$ cat src/rtl/vga_sync_gen_if.sv
// rtl/vga_sync_gen_if.sv - pixel coordinate and sync bundle from the timing generator to the renderers
interface vga_sync_gen_if #(
  parameter int PIXEL_DISPLAY_BIT = 9
);
  logic [PIXEL_DISPLAY_BIT:0] X;
  logic [PIXEL_DISPLAY_BIT:0] Y;
  logic                       hsync;
  logic                       vsync;
  logic                       video_on;
  logic                       line_tick;
  logic                       frame_tick;

  modport master (
    output X, Y, hsync, vsync, video_on, line_tick, frame_tick
  );

  modport slave (
    input X, Y, hsync, vsync, video_on, line_tick, frame_tick
  );
endinterface

$ cat src/rtl/vga_sync_gen.sv
// rtl/vga_sync_gen.sv - 640x480@60 pixel timing generator with delayed sync/blank outputs
module vga_sync_gen #(
  parameter int PIXEL_DISPLAY_BIT = 9,
  parameter int H_ACTIVE          = 640,
  parameter int H_FP              = 16,
  parameter int H_SYNC            = 96,
  parameter int H_BP              = 48,
  parameter int V_ACTIVE          = 480,
  parameter int V_FP              = 10,
  parameter int V_SYNC            = 2,
  parameter int V_BP              = 33,
  parameter bit SYNC_ACTIVE       = 1'b0,
  parameter int PIPE_DELAY        = 2
) (
  input  logic           clock_25,
  input  logic           resetn,
  vga_sync_gen_if.master vga
);

  localparam int W       = PIXEL_DISPLAY_BIT + 1;
  localparam int H_TOTAL = H_ACTIVE + H_FP + H_SYNC + H_BP;
  localparam int V_TOTAL = V_ACTIVE + V_FP + V_SYNC + V_BP;

  typedef logic [W-1:0] coord_t;

  localparam coord_t H_LAST   = coord_t'(H_TOTAL - 1);
  localparam coord_t V_LAST   = coord_t'(V_TOTAL - 1);
  localparam coord_t HS_START = coord_t'(H_ACTIVE + H_FP);
  localparam coord_t HS_END   = coord_t'(H_ACTIVE + H_FP + H_SYNC - 1);
  localparam coord_t VS_START = coord_t'(V_ACTIVE + V_FP);
  localparam coord_t VS_END   = coord_t'(V_ACTIVE + V_FP + V_SYNC - 1);
  localparam coord_t H_VIS    = coord_t'(H_ACTIVE);
  localparam coord_t V_VIS    = coord_t'(V_ACTIVE);

  // The delay line must hold between one and four stages
  if (PIPE_DELAY < 1 || PIPE_DELAY > 4) begin : g_bad_pipe_delay
    $error("vga_sync_gen: PIPE_DELAY must be in 1..4");
  end

  coord_t                x_q, x_d;
  coord_t                y_q, y_d;
  logic                  line_tick_q, line_tick_d;
  logic                  frame_tick_q, frame_tick_d;
  logic [PIPE_DELAY-1:0] hs_pipe_q, hs_pipe_d;
  logic [PIPE_DELAY-1:0] vs_pipe_q, vs_pipe_d;
  logic [PIPE_DELAY-1:0] vo_pipe_q, vo_pipe_d;
  logic                  hs_raw, vs_raw, vo_raw;

  // Next coordinates, ticks registered to coincide with the last pixel, and undelayed decode
  always_comb begin
    x_d = x_q;
    y_d = y_q;
    if (x_q == H_LAST) begin
      x_d = '0;
      y_d = (y_q == V_LAST) ? '0 : y_q + coord_t'(1);
    end else begin
      x_d = x_q + coord_t'(1);
    end
    line_tick_d  = (x_d == H_LAST);
    frame_tick_d = line_tick_d && (y_d == V_LAST);

    hs_raw = ((x_q >= HS_START) && (x_q <= HS_END)) ? SYNC_ACTIVE : ~SYNC_ACTIVE;
    vs_raw = ((y_q >= VS_START) && (y_q <= VS_END)) ? SYNC_ACTIVE : ~SYNC_ACTIVE;
    vo_raw = (x_q < H_VIS) && (y_q < V_VIS);

    hs_pipe_d    = hs_pipe_q;
    vs_pipe_d    = vs_pipe_q;
    vo_pipe_d    = vo_pipe_q;
    hs_pipe_d[0] = hs_raw;
    vs_pipe_d[0] = vs_raw;
    vo_pipe_d[0] = vo_raw;
    for (int i = 1; i < PIPE_DELAY; i++) begin
      hs_pipe_d[i] = hs_pipe_q[i-1];
      vs_pipe_d[i] = vs_pipe_q[i-1];
      vo_pipe_d[i] = vo_pipe_q[i-1];
    end
  end

  // State registers; reset also flushes the delay line so no stale sync escapes
  always_ff @(posedge clock_25 or negedge resetn) begin
    if (!resetn) begin
      x_q          <= '0;
      y_q          <= '0;
      line_tick_q  <= 1'b0;
      frame_tick_q <= 1'b0;
      hs_pipe_q    <= {PIPE_DELAY{~SYNC_ACTIVE}};
      vs_pipe_q    <= {PIPE_DELAY{~SYNC_ACTIVE}};
      vo_pipe_q    <= '0;
    end else begin
      x_q          <= x_d;
      y_q          <= y_d;
      line_tick_q  <= line_tick_d;
      frame_tick_q <= frame_tick_d;
      hs_pipe_q    <= hs_pipe_d;
      vs_pipe_q    <= vs_pipe_d;
      vo_pipe_q    <= vo_pipe_d;
    end
  end

  assign vga.X          = x_q;
  assign vga.Y          = y_q;
  assign vga.line_tick  = line_tick_q;
  assign vga.frame_tick = frame_tick_q;
  assign vga.hsync      = hs_pipe_q[PIPE_DELAY-1];
  assign vga.vsync      = vs_pipe_q[PIPE_DELAY-1];
  assign vga.video_on   = vo_pipe_q[PIPE_DELAY-1];

endmodule

$ cat src/flat_wrapper.sv
// flat-port wrapper written by rule: the top's interface ports become plain ports
module vga_sync_gen_flat 
#(
  parameter int PIXEL_DISPLAY_BIT = 9,
  parameter int H_ACTIVE          = 640,
  parameter int H_FP              = 16,
  parameter int H_SYNC            = 96,
  parameter int H_BP              = 48,
  parameter int V_ACTIVE          = 480,
  parameter int V_FP              = 10,
  parameter int V_SYNC            = 2,
  parameter int V_BP              = 33,
  parameter bit SYNC_ACTIVE       = 1'b0,
  parameter int PIPE_DELAY        = 2
)
  (clock_25, resetn, vga_X, vga_Y, vga_hsync, vga_vsync, vga_video_on, vga_line_tick, vga_frame_tick);
  vga_sync_gen_if #(.PIXEL_DISPLAY_BIT(PIXEL_DISPLAY_BIT)) vga_i ();
  input  logic clock_25;
  input  logic resetn;
  output wire logic [$bits(vga_i.X)-1:0] vga_X;
  output wire logic [$bits(vga_i.Y)-1:0] vga_Y;
  output wire logic [$bits(vga_i.hsync)-1:0] vga_hsync;
  output wire logic [$bits(vga_i.vsync)-1:0] vga_vsync;
  output wire logic [$bits(vga_i.video_on)-1:0] vga_video_on;
  output wire logic [$bits(vga_i.line_tick)-1:0] vga_line_tick;
  output wire logic [$bits(vga_i.frame_tick)-1:0] vga_frame_tick;
  assign vga_X = vga_i.X;
  assign vga_Y = vga_i.Y;
  assign vga_hsync = vga_i.hsync;
  assign vga_vsync = vga_i.vsync;
  assign vga_video_on = vga_i.video_on;
  assign vga_line_tick = vga_i.line_tick;
  assign vga_frame_tick = vga_i.frame_tick;
  vga_sync_gen #(.PIXEL_DISPLAY_BIT(PIXEL_DISPLAY_BIT), .H_ACTIVE(H_ACTIVE), .H_FP(H_FP), .H_SYNC(H_SYNC), .H_BP(H_BP), .V_ACTIVE(V_ACTIVE), .V_FP(V_FP), .V_SYNC(V_SYNC), .V_BP(V_BP), .SYNC_ACTIVE(SYNC_ACTIVE), .PIPE_DELAY(PIPE_DELAY)) u_core (.clock_25(clock_25), .resetn(resetn), .vga(vga_i));
endmodule
$ cat config.mk
export PLATFORM = sky130hd
export DESIGN_NAME = vga_sync_gen_flat
export DESIGN_NICKNAME = d
export VERILOG_FILES = /design/src/rtl/vga_sync_gen_if.sv /design/src/rtl/vga_sync_gen.sv /design/src/flat_wrapper.sv
export SDC_FILE = /design/constraint.sdc
export NUM_CORES = 1
export LEC_CHECK = 0
export CAP_MARGIN = 40
export CORE_ASPECT_RATIO = 0.8
export CORE_MARGIN = 1.5
export CORE_UTILIZATION = 52
export CTS_BUF_LIST = sky130_fd_sc_hd__clkbuf_8 sky130_fd_sc_hd__clkbuf_16
export DETAILED_ROUTE_END_ITERATION = 6
export HOLD_SLACK_MARGIN = 0.15
export PLACE_DENSITY = 0.78
export SYNTH_ARGS = -nofsm -noshare
export SYNTH_HDL_FRONTEND = slang
export SYNTH_SLANG_ARGS = --single-unit
$ cat constraint.sdc
create_clock -name clock_25 -period 2.6 [get_ports clock_25]
set_clock_uncertainty 0.2 [all_clocks]
set_input_delay 0.39 -clock clock_25 [delete_from_list [all_inputs] [get_ports clock_25]]
set_output_delay 0.39 -clock clock_25 [all_outputs]
set_load 0.02 [all_outputs]
# Word-level counts from Yosys, hierarchy flattened
# Index checks and enable logic that the tools add are counted.
# word_totals
in_bits	2
out_inout_bits	25
word_cells	28
regBits	28
# op_classes
n_eq_ne	4
add_sub_neg	2
order_cmp	6
n_mux	5
n_reduce_logical	4
# op_table
op	n
$eq 10x10->1 const B	4
$mux 10	3
$add 10x1->10 const B	2
$ge 10x10->1 const B	1
$ge 10x9->1 const B	1
$le 10x10->1 const B	1
$le 10x9->1 const B	1
$lt 10x10->1 const B	1
$lt 10x9->1 const B	1
$logic_and 1x1->1	4
$mux 1	2

# Longest topological paths before layout
# Gate-level depths: netlist (run 1).
# logic_depth
ltp_word	5
mapped_depth	8
ltp_nobuf	7

# Least setup slack after synthesis (run 1)
# Ideal clock, no wire load.
# synth_path
path_kind	reg2reg
start	reg u_core.x_q[0] (netlist: u_core.vga.X[0])
end	reg u_core.frame_tick_q (netlist: u_core.vga.frame_tick)
synth_period_minus_slack_ps	2523
stages_incl_launch_ff	8
required_time_ps	2305
n_path_buf	1
setup_slack_ps	77
arrival_ps	2228
setup_ps	95
path_cell_list	dfrtp_1 ha_1 and3_1 clkbuf_1 or4b_2 a21oi_1 o2111ai_1 nor4b_2
# synth_between
elab_chain_len	4
elab_cells_between_ends	7
cone_classes	1 x add/sub; 3 x eq/ne; 2 x mux; 1 x reduce/logical
# synth_rtl
item	line	text
from (decl)	vga_sync_gen.sv:40	coord_t x_q, x_d;
from (signal assigned)	vga_sync_gen.sv:82	x_q <= '0;
from (signal assigned)	vga_sync_gen.sv:90	x_q <= x_d;
$add 10x1->10 / $eq 10x10->1 (equally long branches)	vga_sync_gen.sv:57, vga_sync_gen.sv:53	
$mux 10	vga_sync_gen.sv:53	if (x_q == H_LAST) begin
$eq 10x10->1 (on tied branches)	vga_sync_gen.sv:59, vga_sync_gen.sv:60	
$logic_and 1x1->1 (*)	vga_sync_gen.sv:60	frame_tick_d = line_tick_d && (y_d == V_LAST);
named net u_core.frame_tick_d	vga_sync_gen.sv:43	logic frame_tick_q, frame_tick_d;
to (signal assigned)	vga_sync_gen.sv:93	frame_tick_q <= frame_tick_d;
to (decl)	vga_sync_gen.sv:43	
# Mark *: on every way through the listed nets, which the timed path passes. The rest lies on a longest branch.

# Final worst setup path (run 1)
# layout_path
start	reg u_core.x_q[5] (netlist: u_core.vga.X[5])
end	reg u_core.frame_tick_q (netlist: u_core.vga.frame_tick)
# Same word-level chain as after synthesis.

==> results of run 1 <==
## per-layer routing
metal / part of all wire / track usage / vias to the layer above
met5: 0 / 0 / -
met4: 0.015 / 0.0729 / 0
met3: 0.071 / 0.0617 / 4
met2: 0.45 / 0.362 / 58
met1: 0.47 / 0.311 / 650
li1: - / - / 637
## report_power, final
group / leakage [nW] / internal, mW / switching [mW]
registers: 0.353 / 0.435 / 0
logic: 0.462 / 0.00230 / 0.00815
clock network: 0.0357 / 0.206 / 0.136
total: 0.850 / 0.644 / 0.144
## placed cells by master, fill, tap and decap left out, types with 3 or more instances in the layout
master and n:
clkdlybuf4s50_1 26, dfrtp_1 24, nand2_1 15, buf_4 12
inv_1 8, nand3_1 8, nand4_1 7, nor2_1 7
xor2_1 7, o21ai_0 7, xnor2_1 6, a21oi_1 6
ha_1 5, or2_2 4, dfstp_2 4, nor3_1 3
nor2b_1 3, clkbuf_8 3
## flip-flops by register name, summed over array words and instances, names as in the netlist
register               flops
u_core.vga.line_tick       1
u_core.vo_pipe_q           2
u_core.vs_pipe_q           2
u_core.vga.Y              10
u_core.vga.X              10
u_core.hs_pipe_q           2
u_core.vga.frame_tick      1
## through the flow
stage	instances	instance area [µm²]	total power [mW]
2_1_floorplan	161	1630	0.444
3_3_place_gp	227	1950	0.455
3_5_place_dp	227	1950	0.455
4_1_cts	231	2020	0.797
5_1_grt	231	2020	0.816
6_report	231	2020	0.788
## cell type report
type	instances	area, µm²	area share
clock buffer	3	41.3	0.0204
clock inverter	1	30.0	0.0149
inverter	8	30.0	0.0149
multi-input combinational	115	815	0.403
sequential	28	706	0.349
tap	38	47.5	0.0235
timing repair buffer	38	350	0.173
## worst reg2reg max path: stages (launching register included)
cell,delay (ns)
dfrtp_1,0.40
or4b_4,0.57
or3_1,0.52
nor4b_4,0.32
o211ai_1,0.13
nor4b_2,0.25
## how the worst max path moves through the flow
| stage | start | to | slack [ns] | cells after the start |
|---|---|---|---|---|
| after detailed placement | u_core.vga.X[5] | u_core.vga.frame_tick | 0.15 | 5 |
| after global placement | u_core.vga.X[6] | u_core.vga.frame_tick | 0.23 | 5 |
| after floorplan | u_core.vga.X[0] | u_core.vga.frame_tick | 0.08 | 7 |
| final | u_core.vga.X[5] | u_core.vga.frame_tick | 0.13 | 5 |
| after global routing | u_core.vga.X[5] | u_core.vga.frame_tick | 0.06 | 5 |
| after CTS | u_core.vga.X[5] | u_core.vga.frame_tick | 0.13 | 5 |
## logic make-up after synthesis
group,after synthesis,synth area share
buf+inv,18,0.0647
flops,28,0.434
mux,3,0.0192
simple gates,67,0.262
compound gates,27,0.112
fa+ha+maj,5,0.0385
xor+xnor,13,0.0701
==> impl_metrics.env, run 1 <==
export IMPL_drc=0
export IMPL_antenna_found_initial=0
export IMPL_wl_per_cell_um=15.5
export IMPL_grt_usage=0.230
export IMPL_worst_pin_slew_ns=0.396
export IMPL_postCtsSetupBuffers=0
export IMPL_critPathMaxFanout=9
export IMPL_yosysTopAreaCellShare=0.370
export IMPL_diodes=0
export IMPL_setup_worst_path_end_class="flip-flop"
export IMPL_worstSetupStartpointType="flip-flop"
export IMPL_cts_buffers_inserted=3
export IMPL_drv_cap=0
export IMPL_critPathBufInv=0
export IMPL_crit_required_ns=2.59
export IMPL_start_util=0.566
export IMPL_synth_ff_type="dfrtp_1"
export IMPL_avgViaCountPerCell=5.84
export IMPL_clock_sinks=28
export IMPL_first_pass_iters=4
export IMPL_final_antenna_net_count=0
export IMPL_netlist_instances=161
export IMPL_rr_startpoint="u_core.vga.X[5]"
export IMPL_area_growth_syn_to_layout_pct=24.2
export IMPL_p_leak_nw=0.850
export IMPL_cts_root_buf="clkbuf_8"
export IMPL_hold_depth=0
export IMPL_htree_levels=1
export IMPL_crit_path_max_incr_delay_ns=0.57
export IMPL_finalHoldViolCount=0
export IMPL_ctsLongestPathBuffers=2
export IMPL_yosysUniqueCellTypes=50
export IMPL_drv_slew=0
export IMPL_fmax_mhz=405
export IMPL_grt_max_degree=29
export IMPL_slew_headroom=0.734
export IMPL_path_cells="or4b_4, or3_1, nor4b_4, o211ai_1, nor4b_2"
export IMPL_drive_above_1_share=0.197
export IMPL_die_x_um=65.5
export IMPL_synth_async_reset_ratio=1.00
export IMPL_dr_total_vias=1349
export IMPL_ys_ff_latch=28
export IMPL_final_min_clock_period_ns=2.47
export IMPL_gp_congestion=0.919
export IMPL_grt_pass1_vias=1212
export IMPL_die_area_um2=3470
export IMPL_r2r_slack_ns=0.13
export IMPL_die_h_um=53.0
export IMPL_grt_pass1_wl_um=5860
export IMPL_fp_coreArea_um2=2870
export IMPL_yosysMostFrequentCell="dfrtp_1"
export IMPL_rsz0062_at_grt="no"
export IMPL_hp_class="flip-flop to flip-flop"
export IMPL_seq_area_frac_synth=0.434
export IMPL_setup_tns_final_ns=0
export IMPL_path_clk_slew_ns=0.10
export IMPL_power_density_nw_per_um2=390
export IMPL_finalSetupViolCount=0
export IMPL_finalNetCount=201
export IMPL_place_ws_ns=0.154
export IMPL_setup_ws_ns=0.129
export IMPL_insertion_delay_ns=0.28
export IMPL_r2r_cells=5
export IMPL_syn_area_per_cell_um2=10.1
export IMPL_synthTopCellsByArea="dfrtp_1, dfstp_2, ha_1"
export IMPL_dp_final_hpwl_um=2600
export IMPL_irDropWorstVdd_v=0.000359
export IMPL_cts_resized=0
export IMPL_syn_num_nets=168
export IMPL_holdBufCountCts=0
export IMPL_wl_um=3580
export IMPL_worst_path_dominant_cell_family="simple AND/OR/NAND/NOR gates"
export IMPL_syn_area_um2=1630
export IMPL_crit_type="flip-flop to flip-flop"
export IMPL_fill_cells=223
export IMPL_postLayoutCoreUtil=0.703
export IMPL_pin_count=27
export IMPL_drt_iter0_markers=89
export IMPL_rows=17
export IMPL_min_to="u_core.vo_pipe_q[1]"
export IMPL_crit_arrival_ns=2.47
export IMPL_grt_ovfl_total=0
export IMPL_crit_slowest_cell="or4b_4"
export IMPL_io_buffers=26
export IMPL_min_from="u_core.vo_pipe_q[0]"
export IMPL_hold_ws_ns=0.156
export IMPL_ys_warnings_count=0
export IMPL_synthTopCellsByCount="dfrtp_1, nand2_1, inv_1, nand3_1"
export IMPL_cts_tree="built"
export IMPL_status="complete, no violations"
export IMPL_yosysTopAreaCell="dfrtp_1"
export IMPL_synth_edf_count=0
export IMPL_fin_crit_sh=0.950
export IMPL_r2r_end="u_core.vga.frame_tick"
Power figures use the tool's default switching activity.
==> inputs of run 2 (changes only) <==
--- a/config.mk
+++ b/config.mk
@@ -6,7 +6,6 @@
 export NUM_CORES = 1
 export LEC_CHECK = 0
 export CAP_MARGIN = 40
-export CORE_ASPECT_RATIO = 0.8
 export CORE_MARGIN = 1.5
 export CORE_UTILIZATION = 52
 export CTS_BUF_LIST = sky130_fd_sc_hd__clkbuf_8 sky130_fd_sc_hd__clkbuf_16
==> run 2 against run 1 <==
Flip-flop and latch count unchanged. Via count down 2.1%. Sequential power about the same. Setup slack worse by 0.030 ns. Worst hold slack got worse by 0.0023 ns. Sequential share of layout area increased by 0.31 points. Non-clock buffer count stayed put. Wire length decreased by 1.4%. Combinational power is essentially flat. Design area is 0.87% lower. Power is 9.1% lower. Register-to-register slack got worse by 0.03 ns. Critical path type unchanged.
==> impl_metrics.env, run 2 (synthesized netlist as in run 1, its figures left out) <==
export IMPL_status="complete, no violations"
export IMPL_r2r_end="u_core.vga.frame_tick"
export IMPL_finalNetCount=201
export IMPL_fill_cells=235
export IMPL_instances_no_fill=226
export IMPL_die_area_um2=3470
export IMPL_power_total_mw=0.716
export IMPL_clock_sinks=28
export IMPL_final_antenna_net_count=0
export IMPL_final_cell_mix="clkdlybuf4s50_1, dfrtp_1, nand2_1, buf_4"
export IMPL_drv_cap=0
export IMPL_min_to="u_core.vo_pipe_q[1]"
export IMPL_power_density_nw_per_um2=358
export IMPL_crit_required_ns=2.59
export IMPL_fp_coreArea_um2=3000
export IMPL_crit_type="flip-flop to flip-flop"
export IMPL_grt_ovfl_total=0
export IMPL_io_buffers=26
export IMPL_worstSetupStartpointType="flip-flop"
export IMPL_rr_startpoint="u_core.vga.X[0]"
export IMPL_fmax_mhz=400
export IMPL_cts_root_buf="clkbuf_8"
export IMPL_critPathMaxFanout=7
export IMPL_holdBufCountCts=0
export IMPL_cts_resized=0
export IMPL_grt_pass1_vias=1273
export IMPL_place_area_um2=1940
export IMPL_final_area_um2=2000
export IMPL_worst_pin_slew_ns=0.387
export IMPL_die_h_um=58.9
export IMPL_die_x_um=58.9
export IMPL_setup_worst_path_end_class="flip-flop"
export IMPL_start_util=0.541
export IMPL_drt_iter0_markers=63
export IMPL_seq_area_um2=706
export IMPL_grt_usage=0.220
export IMPL_placed_cells=222
export IMPL_final_min_clock_period_ns=2.50
export IMPL_cts_buffers_inserted=3
export IMPL_dp_final_hpwl_um=2550
export IMPL_insertion_delay_ns=0.28
export IMPL_area_growth_syn_to_layout_pct=23.2
export IMPL_hold_depth=0
export IMPL_grt_max_degree=29
export IMPL_wl_per_cell_um=15.6
export IMPL_cts_tree="built"
export IMPL_avgViaCountPerCell=5.85
export IMPL_fin_crit_sh=0.962
export IMPL_first_pass_iters=4
export IMPL_setup_tns_final_ns=0
export IMPL_p_leak_nw=0.845
export IMPL_ctsLongestPathBuffers=2
export IMPL_diodes=0
export IMPL_gp_congestion=0.853
export IMPL_r2r_cells=6
export IMPL_multi_input_area_um2=820
export IMPL_postCtsSetupBuffers=0
export IMPL_drv_slew=0
export IMPL_r2r_slack_ns=0.1
export IMPL_dr_total_vias=1321
export IMPL_pin_count=27
export IMPL_htree_levels=1
export IMPL_drc=0
export IMPL_final_common_cell="clkdlybuf4s50_1"
export IMPL_path_clk_slew_ns=0.09
export IMPL_finalHoldViolCount=0
export IMPL_antenna_found_initial=0
export IMPL_wl_um=3530
export IMPL_grt_pass1_wl_um=5820
export IMPL_hp_class="flip-flop to flip-flop"
export IMPL_min_from="u_core.vo_pipe_q[0]"
export IMPL_slew_headroom=0.740
export IMPL_crit_arrival_ns=2.49
export IMPL_rows=20
export IMPL_finalSetupViolCount=0
export IMPL_irDropWorstVdd_v=0.000425
export IMPL_drive_above_1_share=0.202
run 2: per-layer routing:
| layer | GRT usage | wire length [µm] | share of wire |
|---|---|---|---|
| met5 | 0 | 0 | 0 |
| met3 | 0.0527 | 211 | 0.060 |
| met1 | 0.284 | 1580 | 0.45 |
| met2 | 0.373 | 1700 | 0.48 |
| met4 | 0.0552 | 31 | 0.0088 |
run 2: report_power, final:
part | internal (mW) | switching (mW)
logic | 0.00230 | 0.00847
clock network | 0.136 | 0.134
registers | 0.435 | 0
total | 0.574 | 0.142
run 2: worst max-delay path by stage:
stage,from,end,slack [ns]
6_report,u_core.vga.X[0],u_core.vga.frame_tick,0.1
3_5_place_dp,u_core.vga.X[6],u_core.vga.frame_tick,0.13
3_3_place_gp,u_core.vga.X[6],u_core.vga.frame_tick,0.22
5_1_grt,u_core.vga.X[0],u_core.vga.frame_tick,-0.005
4_1_cts,u_core.vga.X[6],u_core.vga.frame_tick,0.11
2_1_floorplan,u_core.vga.X[0],u_core.vga.frame_tick,0.08
run 2: per-stage QoR:
step                      hold slack (ns)  utilization  setup slack [ns]
final                               0.154        0.667            0.0984
after global routing                0.159        0.667          -0.00508
after CTS                           0.156        0.665             0.107
after detailed placement            0.135        0.647             0.135
after global placement              0.134        0.647             0.217
after floorplan                    -0.106            -            0.0770
run 2: layout make-up:
type / count / share of cell area
well taps: 33 / 0.0206
clock buffers: 4 / 0.0275
repair buffers: 38 / 0.175
flip-flops and latches: 28 / 0.353
inverters: 8 / 0.0150
multi-input cells: 115 / 0.409
run 2: worst max-delay path: stages (launching register included):
cell and delay (ns):
dfrtp_1 0.46, ha_1 0.30, and3_1 0.18, or4b_2 0.63, a21oi_1 0.14, o2111ai_1 0.17
nor4b_2 0.32
==> inputs of run 3 (changes only) <==
--- a/config.mk
+++ b/config.mk
@@ -5,7 +5,7 @@
 export SDC_FILE = /design/constraint.sdc
 export NUM_CORES = 1
 export LEC_CHECK = 0
-export CAP_MARGIN = 40
+export CAP_MARGIN = 20
 export CORE_MARGIN = 1.5
 export CORE_UTILIZATION = 52
 export CTS_BUF_LIST = sky130_fd_sc_hd__clkbuf_8 sky130_fd_sc_hd__clkbuf_16
==> results of run 3 <==
No change in the layout: final DEF, timing and power equal those of run 2.
